`src/rtl/c64_rom_pkg.sv`:
```
// Shared constants and types for the C64 ROM loader.
// The CHECK state only exists when ROM_LOADER_CHECKSUM_EN is defined.
package c64_rom_pkg;

    localparam int unsigned BYTE_WIDTH = 8;
    localparam int unsigned LEN_WIDTH  = 16;
    localparam int unsigned NUM_BANKS  = 3;

    localparam logic [BYTE_WIDTH-1:0] BANK_BASIC   = 8'd0;
    localparam logic [BYTE_WIDTH-1:0] BANK_KERNAL  = 8'd1;
    localparam logic [BYTE_WIDTH-1:0] BANK_CHARGEN = 8'd2;

    typedef enum logic [2:0] {
        StIdle   = 3'd0,
        StLenLo  = 3'd1,
        StLenHi  = 3'd2,
        StData   = 3'd3,
`ifdef ROM_LOADER_CHECKSUM_EN
        StCheck  = 3'd4,
`endif
        StFinish = 3'd5
    } loader_state_e;

    function automatic logic [NUM_BANKS-1:0] bank_onehot(input logic [1:0] id);
        return NUM_BANKS'(1) << id;
    endfunction

endpackage

```
`src/rtl/rom_loader.sv`:
```
// Streams ROM images (bank, len_lo, len_hi, data[, checksum]) into the C64 ROM write ports.
// Define ROM_LOADER_CHECKSUM_EN to require a trailing mod-256 checksum byte per image.
module rom_loader
    import c64_rom_pkg::*;
#(
    parameter int unsigned ADDR_WIDTH = 13
) (
    input  logic                  clk,
    input  logic                  reset,
    input  logic [BYTE_WIDTH-1:0] in_data,
    input  logic                  in_valid,
    output logic                  in_ready,
    output logic [ADDR_WIDTH-1:0] wr_addr,
    output logic [BYTE_WIDTH-1:0] wr_data,
    output logic                  wr_en,
    output logic [NUM_BANKS-1:0]  wr_bank,
    output logic                  cpu_hold,
    output logic                  done,
    output logic                  error
);

    localparam logic [LEN_WIDTH:0] DEPTH_LEN = (LEN_WIDTH + 1)'(1 << ADDR_WIDTH);

    loader_state_e          state_q, state_d;
    logic                   fail_q, fail_d;
    logic                   in_ready_q;
    logic [LEN_WIDTH-1:0]   len_q;
    logic [ADDR_WIDTH-1:0]  cnt_q;
`ifdef ROM_LOADER_CHECKSUM_EN
    logic [BYTE_WIDTH-1:0]  sum_q;
`endif

    logic                   xfer;
    logic [LEN_WIDTH-1:0]   full_len;
    logic                   len_bad;
    logic                   last_byte;

    assign in_ready  = in_ready_q;
    assign xfer      = in_valid & in_ready_q;
    assign full_len  = {in_data, len_q[7:0]};
    assign len_bad   = (full_len == '0) || ({1'b0, full_len} > DEPTH_LEN);
    assign last_byte = (LEN_WIDTH'(cnt_q) + LEN_WIDTH'(1)) == len_q;

    always_comb begin
        state_d = state_q;
        fail_d  = fail_q;
        unique case (state_q)
            StIdle: begin
                if (xfer) begin
                    if (in_data > BANK_CHARGEN) begin
                        fail_d  = 1'b1;
                        state_d = StFinish;
                    end else begin
                        fail_d  = 1'b0;
                        state_d = StLenLo;
                    end
                end
            end
            StLenLo: begin
                if (xfer) begin
                    state_d = StLenHi;
                end
            end
            StLenHi: begin
                if (xfer) begin
                    if (len_bad) begin
                        fail_d  = 1'b1;
                        state_d = StFinish;
                    end else begin
                        state_d = StData;
                    end
                end
            end
            StData: begin
                if (xfer && last_byte) begin
`ifdef ROM_LOADER_CHECKSUM_EN
                    state_d = StCheck;
`else
                    fail_d  = 1'b0;
                    state_d = StFinish;
`endif
                end
            end
`ifdef ROM_LOADER_CHECKSUM_EN
            StCheck: begin
                if (xfer) begin
                    fail_d  = (in_data != sum_q);
                    state_d = StFinish;
                end
            end
`endif
            StFinish: begin
                state_d = StIdle;
            end
            default: begin
                state_d = StIdle;
            end
        endcase
    end

    always_ff @(posedge clk) begin
        if (reset) begin
            state_q    <= StIdle;
            fail_q     <= 1'b0;
            in_ready_q <= 1'b0;
            len_q      <= '0;
            cnt_q      <= '0;
            wr_en      <= 1'b0;
            wr_addr    <= '0;
            wr_data    <= '0;
            wr_bank    <= '0;
            cpu_hold   <= 1'b1;
            done       <= 1'b0;
            error      <= 1'b0;
`ifdef ROM_LOADER_CHECKSUM_EN
            sum_q      <= '0;
`endif
        end else begin
            state_q    <= state_d;
            fail_q     <= fail_d;
            // Registered so FINISH sees in_ready low without a combinational path.
            in_ready_q <= (state_d != StFinish);
            wr_en      <= 1'b0;
            unique case (state_q)
                StIdle: begin
                    if (xfer) begin
                        done     <= 1'b0;
                        error    <= 1'b0;
                        cpu_hold <= 1'b1;
                        if (in_data <= BANK_CHARGEN) begin
                            wr_bank <= bank_onehot(in_data[1:0]);
                        end
                    end
                end
                StLenLo: begin
                    if (xfer) begin
                        len_q[7:0] <= in_data;
                    end
                end
                StLenHi: begin
                    if (xfer) begin
                        len_q[15:8] <= in_data;
                        cnt_q       <= '0;
`ifdef ROM_LOADER_CHECKSUM_EN
                        sum_q       <= '0;
`endif
                    end
                end
                StData: begin
                    if (xfer) begin
                        wr_en   <= 1'b1;
                        wr_addr <= cnt_q;
                        wr_data <= in_data;
                        cnt_q   <= cnt_q + ADDR_WIDTH'(1);
`ifdef ROM_LOADER_CHECKSUM_EN
                        sum_q   <= sum_q + in_data;
`endif
                    end
                end
`ifdef ROM_LOADER_CHECKSUM_EN
                StCheck: begin
                end
`endif
                StFinish: begin
                    // A rejected image keeps the CPU held so it never runs corrupt code.
                    if (fail_q) begin
                        error <= 1'b1;
                    end else begin
                        done     <= 1'b1;
                        cpu_hold <= 1'b0;
                    end
                end
                default: begin
                end
            endcase
        end
    end

endmodule

```
`config.mk`:
```
export PLATFORM = sky130hd
export DESIGN_NAME = rom_loader
export DESIGN_NICKNAME = d
export VERILOG_FILES = /design/src/rtl/c64_rom_pkg.sv /design/src/rtl/rom_loader.sv
export SDC_FILE = /design/constraint.sdc
export NUM_CORES = 1
export LEC_CHECK = 0
export BUFFER_PORTS_ARGS = -buffer_cell sky130_fd_sc_hd__buf_2
export CAP_MARGIN = 20
export CORE_MARGIN = 8
export CORE_UTILIZATION = 55
export DETAILED_ROUTE_END_ITERATION = 10
export HOLD_SLACK_MARGIN = 0.06
export PLACE_DENSITY = 0.89
export SLEW_MARGIN = 5
export SYNTH_ARGS = -nofsm -noshare
export SYNTH_HDL_FRONTEND = slang
export SYNTH_SLANG_ARGS = --single-unit
```
`constraint.sdc`:
```
create_clock -name clk -period 3.9 [get_ports clk]
set_input_delay 0.585 -clock clk [delete_from_list [all_inputs] [get_ports clk]]
set_output_delay 0.585 -clock clk [all_outputs]
set_load 0.005 [all_outputs]
```
==> reports/results.txt, run 1 <==
Pre-antenna DRT Iters = 4
Worst-path clk slew = 0.06 ns
Mean Syn Cell Area = 7.951 µm²
die width = 89.34 µm
synthesized area = 0.002958 mm²
max-slew violations = 0
cts repair resizes = 0
Total GRT Usage = 0.1964
DRT iter0 DRCs = 210
share of cells above drive strength 1 = 0.1617
Place WS = 1.591 ns
Reg2Reg Depth = 5
fraction of registers with async set/reset = 0
Num CTS Buffers = 9
Core Area = 0.005140 mm²
CTS hold repair buffers = 0
Residual DRC = 0
crit path launch = cnt_q[3]
via count = 2730
fin crit share = 0.5680
Static Leak = 1.252 nW
PwrDens = 370.8 mW/mm²
io pins = 40
Post-CTS Setup Bufs = 0
CTS sink count = 62
startpoint types = flop
Post-DP HPWL = 5123 µm
IR drop worst, VDD = 0.3268 mV
outcome = finished clean
CTS tree = done
commonest cells after routing, fill and taps aside = nand2_1, dfxtp_1, a21oi_1
Worst Hold Class = flop to flop
Post-Route WL = 7123 µm
Worst Path Required = 4.09 ns
sequential area share after synthesis = 0.4196
total gr overflow = 0
synthesized instance count = 372
Initial Util = 0.5755
maxcap violations = 0
vias per inst = 5.784
yosys warns = 0
RSZ-0062 raised after global routing = false
Nets = 409
Area Growth Syn to Fin = 11.59%
worst skew pair latency = 0.35 ns
Synth Register Bits = 62
commonest non-fill, non-tap cell in the layout = nand2_1
critical path class = flop to flop
Die H = 89.34 µm
Rel. slew slack = 0.3988
Cell variety after synth = 53
Period minus WS final = 2.215 ns
worst min-delay path startpoint = wr_addr[3]
largest net degree at the start of global routing = 53
Port Buffers = 39
Post-synth EDFFs = 0
reg2reg start = cnt_q[3]
clock tree buffer depth = 2
final hold violations = 0
post-route ant nets = 0
fmax = 451.4 MHz
Die ar. = 0.007981 mm²
worst-margin pin slew = 0.9018 ns
ant diodes = 0
number of global-route vias before repair = 2565
setup violators final = 0
clock skew = 0.008097 ns
filler cell count = 458
H-Tree Depth = 3
most common flop cell mapped by yosys = dfxtp_1
final setup margin = 1.685 ns
Placer Congestion = 0.9514
Cell Rows = 26
first-pass GRT wire length = 11820 µm
crit path DAT = 2.41 ns
setup_tns = 0 ns
root buf cell = clkbuf_8
initial antenna violation count = 0
WL/cell = 15.09 µm
syn_nets = 384
CP endpoint kind = flop
Cells on Worst Hold Path = 2
Max FO, Critical Path = 17
-- metrics by stage --
step           cell area (µm²)  hold WS [ns]  std cells    util  total power [mW]
3_5_place_dp              3114        0.4435        456  0.6059            0.7133
3_3_place_gp              3114        0.4399        456  0.6059            0.7119
2_1_floorplan             2958        0.4482        372       -            0.6941
5_1_grt                   3301        0.4713        472  0.6422             1.268
6_report                  3301        0.4510        472  0.6422             1.224
4_1_cts                   3301        0.4526        472  0.6422             1.229
-- power breakdown --
group	internal, mW	switching (mW)	leakage (nW)
Combinational	0.0170	0.0338	0.657
Sequential	0.639	0.0107	0.500
Clock	0.280	0.243	0.0954
Total	0.936	0.287	1.25
-- flip-flops by register name, indices dropped and copies added, names as in the netlist --
signal    cells
cnt_q        13
cpu_hold      1
done          1
error         1
fail_q        1
in_ready      1
len_q        16
state_q       3
wr_addr      13
wr_bank       3
wr_data       8
wr_en         1
-- worst paths after layout --
kind	endpoint	slack, ns
hold reg to reg	wr_addr[3]	0.45
hold / removal	wr_addr[3]	0.45
setup / recovery	fail_q	1.68
setup reg to reg	fail_q	1.68
-- cell usage after synthesis (3+ instances only) --
library cell / instances / share of area
nor3_2: 3 / 0.010
xor2_1: 7 / 0.021
nand2_1: 73 / 0.093
xnor2_1: 7 / 0.021
buf_4: 5 / 0.013
nand2b_1: 7 / 0.015
a21oi_1: 41 / 0.069
nor3_1: 6 / 0.010
buf_2: 8 / 0.014
nand3_1: 10 / 0.017
o21ai_0: 25 / 0.042
nor2_1: 30 / 0.038
nor4_1: 8 / 0.017
mux2i_1: 9 / 0.030
nand4_1: 6 / 0.013
clkbuf_1: 12 / 0.015
dfxtp_1: 62 / 0.42
and3_1: 4 / 0.0085
a31oi_1: 4 / 0.0085
a211oi_1: 3 / 0.0076
-- cell families (layout without fill, tap and decap cells) --
logic type,count (synthesis),after routing,share of synthesized area
flops,62,62,0.4196
fa+ha+maj,1,1,0.004229
buf+inv,28,58,0.04780
compound gates,87,87,0.1675
mux,9,9,0.03046
simple gates,171,171,0.2889
xor+xnor,14,14,0.04146
-- layer usage --
layer / up-vias / GRT usage / part of all wire / routed length, µm
met4: 0 / 0.1163 / 0.029 / 210
met5: - / 0 / 0 / 0
met1: 1253 / 0.2189 / 0.43 / 3045
met2: 103 / 0.3172 / 0.47 / 3341
li1: 1357 / - / - / -
met3: 17 / 0.06801 / 0.074 / 526
-- cell type report --
| class | instances | area, µm² | share of cell area |
|---|---|---|---|
| Inverter | 2 | 7.507 | 0.002274 |
| Clock buffer | 13 | 168.9 | 0.05118 |
| Multi-Input combinational cell | 282 | 1575 | 0.4773 |
| Clock inverter | 3 | 17.52 | 0.005307 |
| Sequential cell | 62 | 1241 | 0.3760 |
| Timing Repair Buffer | 40 | 202.7 | 0.06141 |
| Tap cell | 70 | 87.58 | 0.02654 |
-- critical path: stages (launching register included) --
cell and delay [ns]:
dfxtp_1 0.70, nand4_2 0.22, o311a_1 0.39, o31a_1 0.33, nor4_2 0.33, a211oi_1 0.09
Note: power is estimated with default switching activity, not from simulation.
==> inputs of run 2 (changes only) <==
--- a/config.mk
+++ b/config.mk
@@ -5,13 +5,14 @@
 export SDC_FILE = /design/constraint.sdc
 export NUM_CORES = 1
 export LEC_CHECK = 0
+export ABC_AREA = 1
 export BUFFER_PORTS_ARGS = -buffer_cell sky130_fd_sc_hd__buf_2
 export CAP_MARGIN = 20
 export CORE_MARGIN = 8
-export CORE_UTILIZATION = 55
+export CORE_UTILIZATION = 51
 export DETAILED_ROUTE_END_ITERATION = 10
 export HOLD_SLACK_MARGIN = 0.06
-export PLACE_DENSITY = 0.89
+export PLACE_DENSITY = 0.87
 export SLEW_MARGIN = 5
 export SYNTH_ARGS = -nofsm -noshare
 export SYNTH_HDL_FRONTEND = slang
==> constraint.sdc (replaced) <==
create_clock -name clk -period 1.95 [get_ports clk]
set_input_delay 0.2925 -clock clk [delete_from_list [all_inputs] [get_ports clk]]
set_output_delay 0.2925 -clock clk [all_outputs]
set_load 0.005 [all_outputs]
==> reports/results.txt, run 2 <==
outcome = finished clean
Worst Path Required = 2.20 ns (-1.89 ns)
commonest cells after routing, fill and taps aside = nand2_1, dfxtp_1, nor2_1
count leader, synth = nand2_1
Post-DP HPWL = 5495 µm (+7.3%)
CP endpoint kind = flop
Die ar. = 0.008282 mm² (+3.8%)
CTS sink count = 62 (unchanged)
clock skew = 0.01259 ns (+0.004490 ns)
startpoint types = flop
crit path launch = cnt_q[0]
Initial Util = 0.5242 (-0.05123)
Rel. slew slack = 0.7352 (+0.3363)
share of cells above drive strength 1 = 0.1941 (+0.03244)
fmax = 545.5 MHz (+21%)
via count = 2824 (+3.4%)
maxcap violations = 0 (unchanged)
H-Tree Depth = 3 (unchanged)
syn_nets = 408 (+6.3%)
initial antenna violation count = 0 (unchanged)
total gr overflow = 0 (unchanged)
Nets = 450 (+10%)
Synth Register Bits = 62 (unchanged)
RSZ-0062 raised after global routing = true
Static Leak = 1.442 nW (+15%)
worst min-delay path startpoint = in_data[7]
largest registers = len_q: 16 flops, cnt_q: 13 flops, wr_addr: 13 flops
Worst-path clk slew = 0.08 ns (+0.02 ns)
clock tree buffer depth = 2 (unchanged)
leading area contributor after synthesis = dfxtp_1
post-synthesis mux area share = 0 (-0.03046)
Mean Syn Cell Area = 7.245 µm² (-8.9%)
setup_tns = 0 ns (unchanged)
Period minus WS final = 1.833 ns (-0.3822 ns)
Pre-antenna DRT Iters = 6 (+2)
Worst Hold Class = input port to flop
PwrDens = 784.8 mW/mm² (+110%)
Post-CTS Setup Bufs = 0 (unchanged)
largest net degree at the start of global routing = 39 (-26%)
worst skew pair latency = 0.35 ns (about the same)
Place WS = 0.02543 ns (-1.565 ns)
WL/cell = 14.83 µm (-1.7%)
Residual DRC = 0 (unchanged)
io pins = 40 (unchanged)
max reg flops = 16 (unchanged)
largest family of logic cells by synthesized area = simple AND/OR/NAND/NOR gates
Total GRT Usage = 0.1845 (-0.01185)
first-pass GRT wire length = 12370 µm (+4.7%)
synthesized area = 0.002869 mm² (-3.0%)
IR drop worst, VDD = 0.4435 mV (+36%)
post-route ant nets = 0 (unchanged)
most common flop cell mapped by yosys = dfxtp_1
worst-margin pin slew = 0.3963 ns (-0.5054 ns)
synthesized instance count = 396 (+6.5%)
die width = 91.01 µm (+1.9%)
DRT iter0 DRCs = 273 (+30%)
vias per inst = 5.483 (-5.2%)
sequential area share after synthesis = 0.4326 (+0.01299)
commonest non-fill, non-tap cell in the layout = nand2_1
critical path class = flop to flop
max-slew violations = 0 (unchanged)
fin crit share = 0.9400 (+0.3720)
setup violators final = 0 (unchanged)
crit path DAT = 2.09 ns (-0.32 ns)
Num CTS Buffers = 9 (unchanged)
Port Buffers = 39 (unchanged)
filler cell count = 506 (+10%)
root buf cell = clkbuf_8
number of global-route vias before repair = 2643 (+3.0%)
Cell variety after synth = 36 (-32%)
final core occ = 0.6191 (-0.02305)
simple-gate area share of the yosys netlist = 0.2809 (-0.008062)
XOR/XNOR Fraction of Synth Area = 0.007850 (-0.03361)
final hold violations = 0 (unchanged)
Post-synth EDFFs = 0 (unchanged)
Die H = 91.01 µm (+1.9%)
synth top area cells = dfxtp_1, nand2_1, a21oi_1
area share of the largest cell type after synthesis = 0.4326 (+0.01299)
reg2reg start = cnt_q[0]
Compound-Gate Fraction of Synth Area = 0.1941 (+0.02656)
Area Growth Syn to Fin = 18.10%
fraction of registers with async set/reset = 0 (unchanged)
ant diodes = 0 (unchanged)
adder and majority gate portion of the synthesized area = 0.004361 (+0.0001310)
Cell Rows = 27 (+3.8%)
Core Area = 0.005473 mm² (+6.5%)
final setup margin = 0.1169 ns (-1.568 ns)
Most flops, register = len_q
Post-Route WL = 7637 µm (+7.2%)
CTS tree = done
Placer Congestion = 0.9205 (-3.2%)
Max FO, Critical Path = 8 (-9)
commonest cells in the netlist = nand2_1, dfxtp_1, nor2_1, inv_1
yosys warns = 0 (unchanged)
==> run 2: changes by cell type in the layout (fill, tap and decap cells not counted), sizes merged, moves of 7 or more <==
cell,before,now
inv,2,44
mux2i,9,0
nand2b,7,0
nand3,10,36
nor2,30,59
nor3,9,2
nor4,9,0
o21ai,25,40
o32ai,0,8
xnor2,7,0
xor2,7,0
==> run 2: cells by family after synthesis <==
kind of cell               Yosys count
adders and majority gates            1
xor gates and xnor gates             1
AOI/OAI and AO/OA                   98
DFF                                 62
and+or+nand+nor                    176
buffers and inverters               58
==> run 2: worst paths after layout <==
path	to	slack, ns	cells past startpoint
worst max-delay path	fail_q	0.12	16
worst min-delay path	wr_data[7]	0.24	3
worst max register to register	fail_q	0.12	16
worst min register to register	wr_bank[2]	0.47	2
==> run 2: metrics by stage <==
stage,std cells,total power [mW],area [µm²],hold WS [ns]
6_report,515,2.659,3388,0.2413
2_1_floorplan,396,1.398,2869,0.3777
3_5_place_dp,499,1.448,3133,0.4555
5_1_grt,515,2.745,3388,0.2508
3_3_place_gp,499,1.443,3133,0.4485
4_1_cts,515,2.663,3347,0.2347
==> run 2: final cells by class <==
| cell class | instances | area (µm²) | share of cell area |
|---|---|---|---|
| clock buffer | 10 | 127.6 | 0.03767 |
| clock inverter | 6 | 86.33 | 0.02548 |
| inverter | 45 | 168.9 | 0.04985 |
| multi-input combinational | 276 | 1433 | 0.4228 |
| sequential | 62 | 1250 | 0.3689 |
| tap | 72 | 90.09 | 0.02659 |
| timing repair buffer | 44 | 232.7 | 0.06869 |
==> run 2: power by group <==
part           switching, mW  internal, mW
logic                 0.0900        0.0404
registers             0.0124          1.28
clock network          0.521         0.717
==> run 2: worst max-delay path, cell delays in order (launching register included) <==
cell and delay [ns]:
dfxtp_4 0.38, ha_4 0.16, nand2_4 0.08, nor2_8 0.16, nand2_1 0.07, nand2_1 0.07
nand2_2 0.06, nand2_1 0.05, nand2_1 0.05, nor2_1 0.08, nand2_1 0.07, nor2_2 0.10
nand3_1 0.10, nand2_2 0.09, nand3_1 0.09, nand2_1 0.08, nor2_1 0.04
==> run 2: what timing repair did <==
item	CTS	global route
hold buffers	0	0
resized for setup	0	13
setup endpoints to repair	0	6
==> run 2: routing by layer <==
layer	global-route usage	vias up	wire, µm
li1	-	1408	-
met1	0.2108	1293	3394
met2	0.3023	104	3571
met3	0.05103	19	468
met4	0.1091	0	201
met5	0	-	0
==> inputs of run 3 (changes only) <==
==> constraint.sdc (replaced) <==
create_clock -name clk -period 1.61 [get_ports clk]
set_input_delay 0.2415 -clock clk [delete_from_list [all_inputs] [get_ports clk]]
set_output_delay 0.2415 -clock clk [all_outputs]
set_load 0.005 [all_outputs]
==> reports/results.txt, run 3 (synthesis results as in run 2) <==
outcome = complete, but fails checks
failing checks = setup timing
Post-Route WL = 8670 µm (+14%)
largest net degree at the start of global routing = 41 (+5.1%)
Period minus WS final = 1.880 ns (+0.04669 ns)
CTS hold repair buffers = 0 (unchanged)
commonest non-fill, non-tap cell in the layout = nand2_1
Pre-antenna DRT Iters = 5 (-1)
RSZ-0062 raised after global routing = true
setup_tns = -0.7686 ns (-0.7686 ns)
CP peak stage delay = 0.38 ns (about the same)
Nets = 498 (+11%)
family with the most delay on the worst path = simple AND/OR/NAND/NOR gates
hold slack = 0.2020 ns (-0.03934 ns)
Area Growth Syn to Fin = 35.63%
post-route ant nets = 0 (unchanged)
Worst-path clk slew = 0.07 ns (about the same)
Die H = 91.01 µm (unchanged)
Num CTS Buffers = 9 (unchanged)
Cell Rows = 27 (unchanged)
max reg flops = 16 (unchanged)
crit path DAT = 2.13 ns (+0.04 ns)
CTS sink count = 62 (unchanged)
ant diodes = 0 (unchanged)
PwrDens = 886.0 mW/mm² (+13%)
Die ar. = 0.008282 mm² (unchanged)
R2R Setup Slk = -0.27 ns (-0.39 ns)
commonest cells after routing, fill and taps aside = nand2_1, dfxtp_1, buf_4
worst skew pair latency = 0.35 ns (about the same)
largest registers = len_q: 16 flops, cnt_q: 13 flops, wr_addr: 13 flops
Worst Path Buf+Inv = 0 (unchanged)
Worst Hold Class = input port to flop
worst-margin pin slew = 0.3793 ns (-0.01697 ns)
Initial Util = 0.5242 (unchanged)
final hold violations = 0 (unchanged)
maxcap violations = 0 (unchanged)
via count = 3105 (+10%)
post-route cell area = 0.003891 mm² (+15%)
root buf cell = clkbuf_8
IR drop worst, VDD = 0.6303 mV (+42%)
H-Tree Depth = 3 (unchanged)
final setup margin = -0.2698 ns (-0.3867 ns)
initial antenna violation count = 0 (unchanged)
clock skew = 0.004747 ns (-0.007840 ns)
first-pass GRT wire length = 13630 µm (+10%)
Rel. slew slack = 0.7465 (+0.01134)
Max FO, Critical Path = 8 (unchanged)
Place WS = -0.1779 ns (-0.2033 ns)
vias per inst = 5.515 (+0.58%)
CTS tree = done
WL/cell = 15.40 µm (+3.8%)
crit path cell chain = ha_4 > nand2_4 > nor2_8 > nand2_2 > nand2_2 > nand2_2 > nand2_1 > nand2_1 > nor2_1 > nand2_1 > nor2_2 > nand3_2 > nand2_2 > nand3_2 > nand2_1 > nor2_1
Core Area = 0.005473 mm² (unchanged)
Total GRT Usage = 0.2016 (+0.01704)
DRT iter0 DRCs = 288 (+5.5%)
Slowest cell on crit path = dfxtp_4
critical path class = flop to flop
Residual DRC = 0 (unchanged)
post-placement cell area = 0.003438 mm² (+9.7%)
io pins = 40 (unchanged)
total gr overflow = 0 (unchanged)
share of cells above drive strength 1 = 0.3075 (+0.1134)
setup violators final = 4 (+4)
Placer Congestion = 0.9270 (+0.71%)
startpoint types = flop
Static Leak = 1.699 nW (+18%)
CP endpoint kind = flop
fmax = 532.0 MHz (-2.5%)
Worst Path Required = 1.86 ns (-0.34 ns)
fin crit share = 1.168 (+0.2275)
filler cell count = 455 (-10%)
clock tree buffer depth = 2 (unchanged)
Post-DP HPWL = 5880 µm (+7.0%)
Port Buffers = 39 (unchanged)
Most flops, register = len_q
die width = 91.01 µm (unchanged)
number of global-route vias before repair = 3003 (+14%)
max-slew violations = 0 (unchanged)
## run 3: final cells by class
class	count	area (µm²)	area share
timing repair buffer	91	635.6	0.1633
sequential	62	1251	0.3215
tap	72	90.09	0.02315
clock inverter	4	75.07	0.01929
clock buffer	12	176.4	0.04534
multi-input combinational	277	1491	0.3833
inverter	45	171.4	0.04405
## run 3: final timing paths
kind	from	to	cells past startpoint
setup reg to reg	cnt_q[0]	fail_q	16
hold reg to reg	len_q[10]	len_q[10]	2
setup / recovery	cnt_q[0]	fail_q	16
hold / removal	in_data[0]	wr_bank[1]	3
## run 3: stage by stage
step,power [mW],cells,util
after global routing,3.561,563,0.7110
after detailed placement,1.773,535,0.6283
after global placement,1.767,535,0.6283
final,3.448,563,0.7110
after CTS,3.442,553,0.6802
after floorplan,1.692,396,-
## run 3: timing repair
item                       in CTS  in global routing
setup buffers                   2                  8
cloned                          0                  2
resized for setup               1                 27
setup endpoints to repair       5                 40
pin swaps                       3                 18
## run 3: per-layer routing
layer	GRT usage	vias to the layer above	wire length [µm]
met5	0	-	0
met4	0.1173	0	287
met3	0.06996	36	743
met2	0.3253	156	4165
met1	0.2265	1404	3473
li1	-	1509	-
## run 3: power by group
| part | total [mW] | switching [mW] | internal (mW) |
|---|---|---|---|
| registers | 1.56 | 0.0167 | 1.55 |
| logic | 0.190 | 0.122 | 0.0684 |
| clock network | 1.69 | 0.643 | 1.05 |
| total | 3.45 | 0.782 | 2.67 |
## run 3: worst min-delay path: stages
cell     delay (ns)
buf_2          0.13
nand3_1        0.08
a21oi_1        0.05
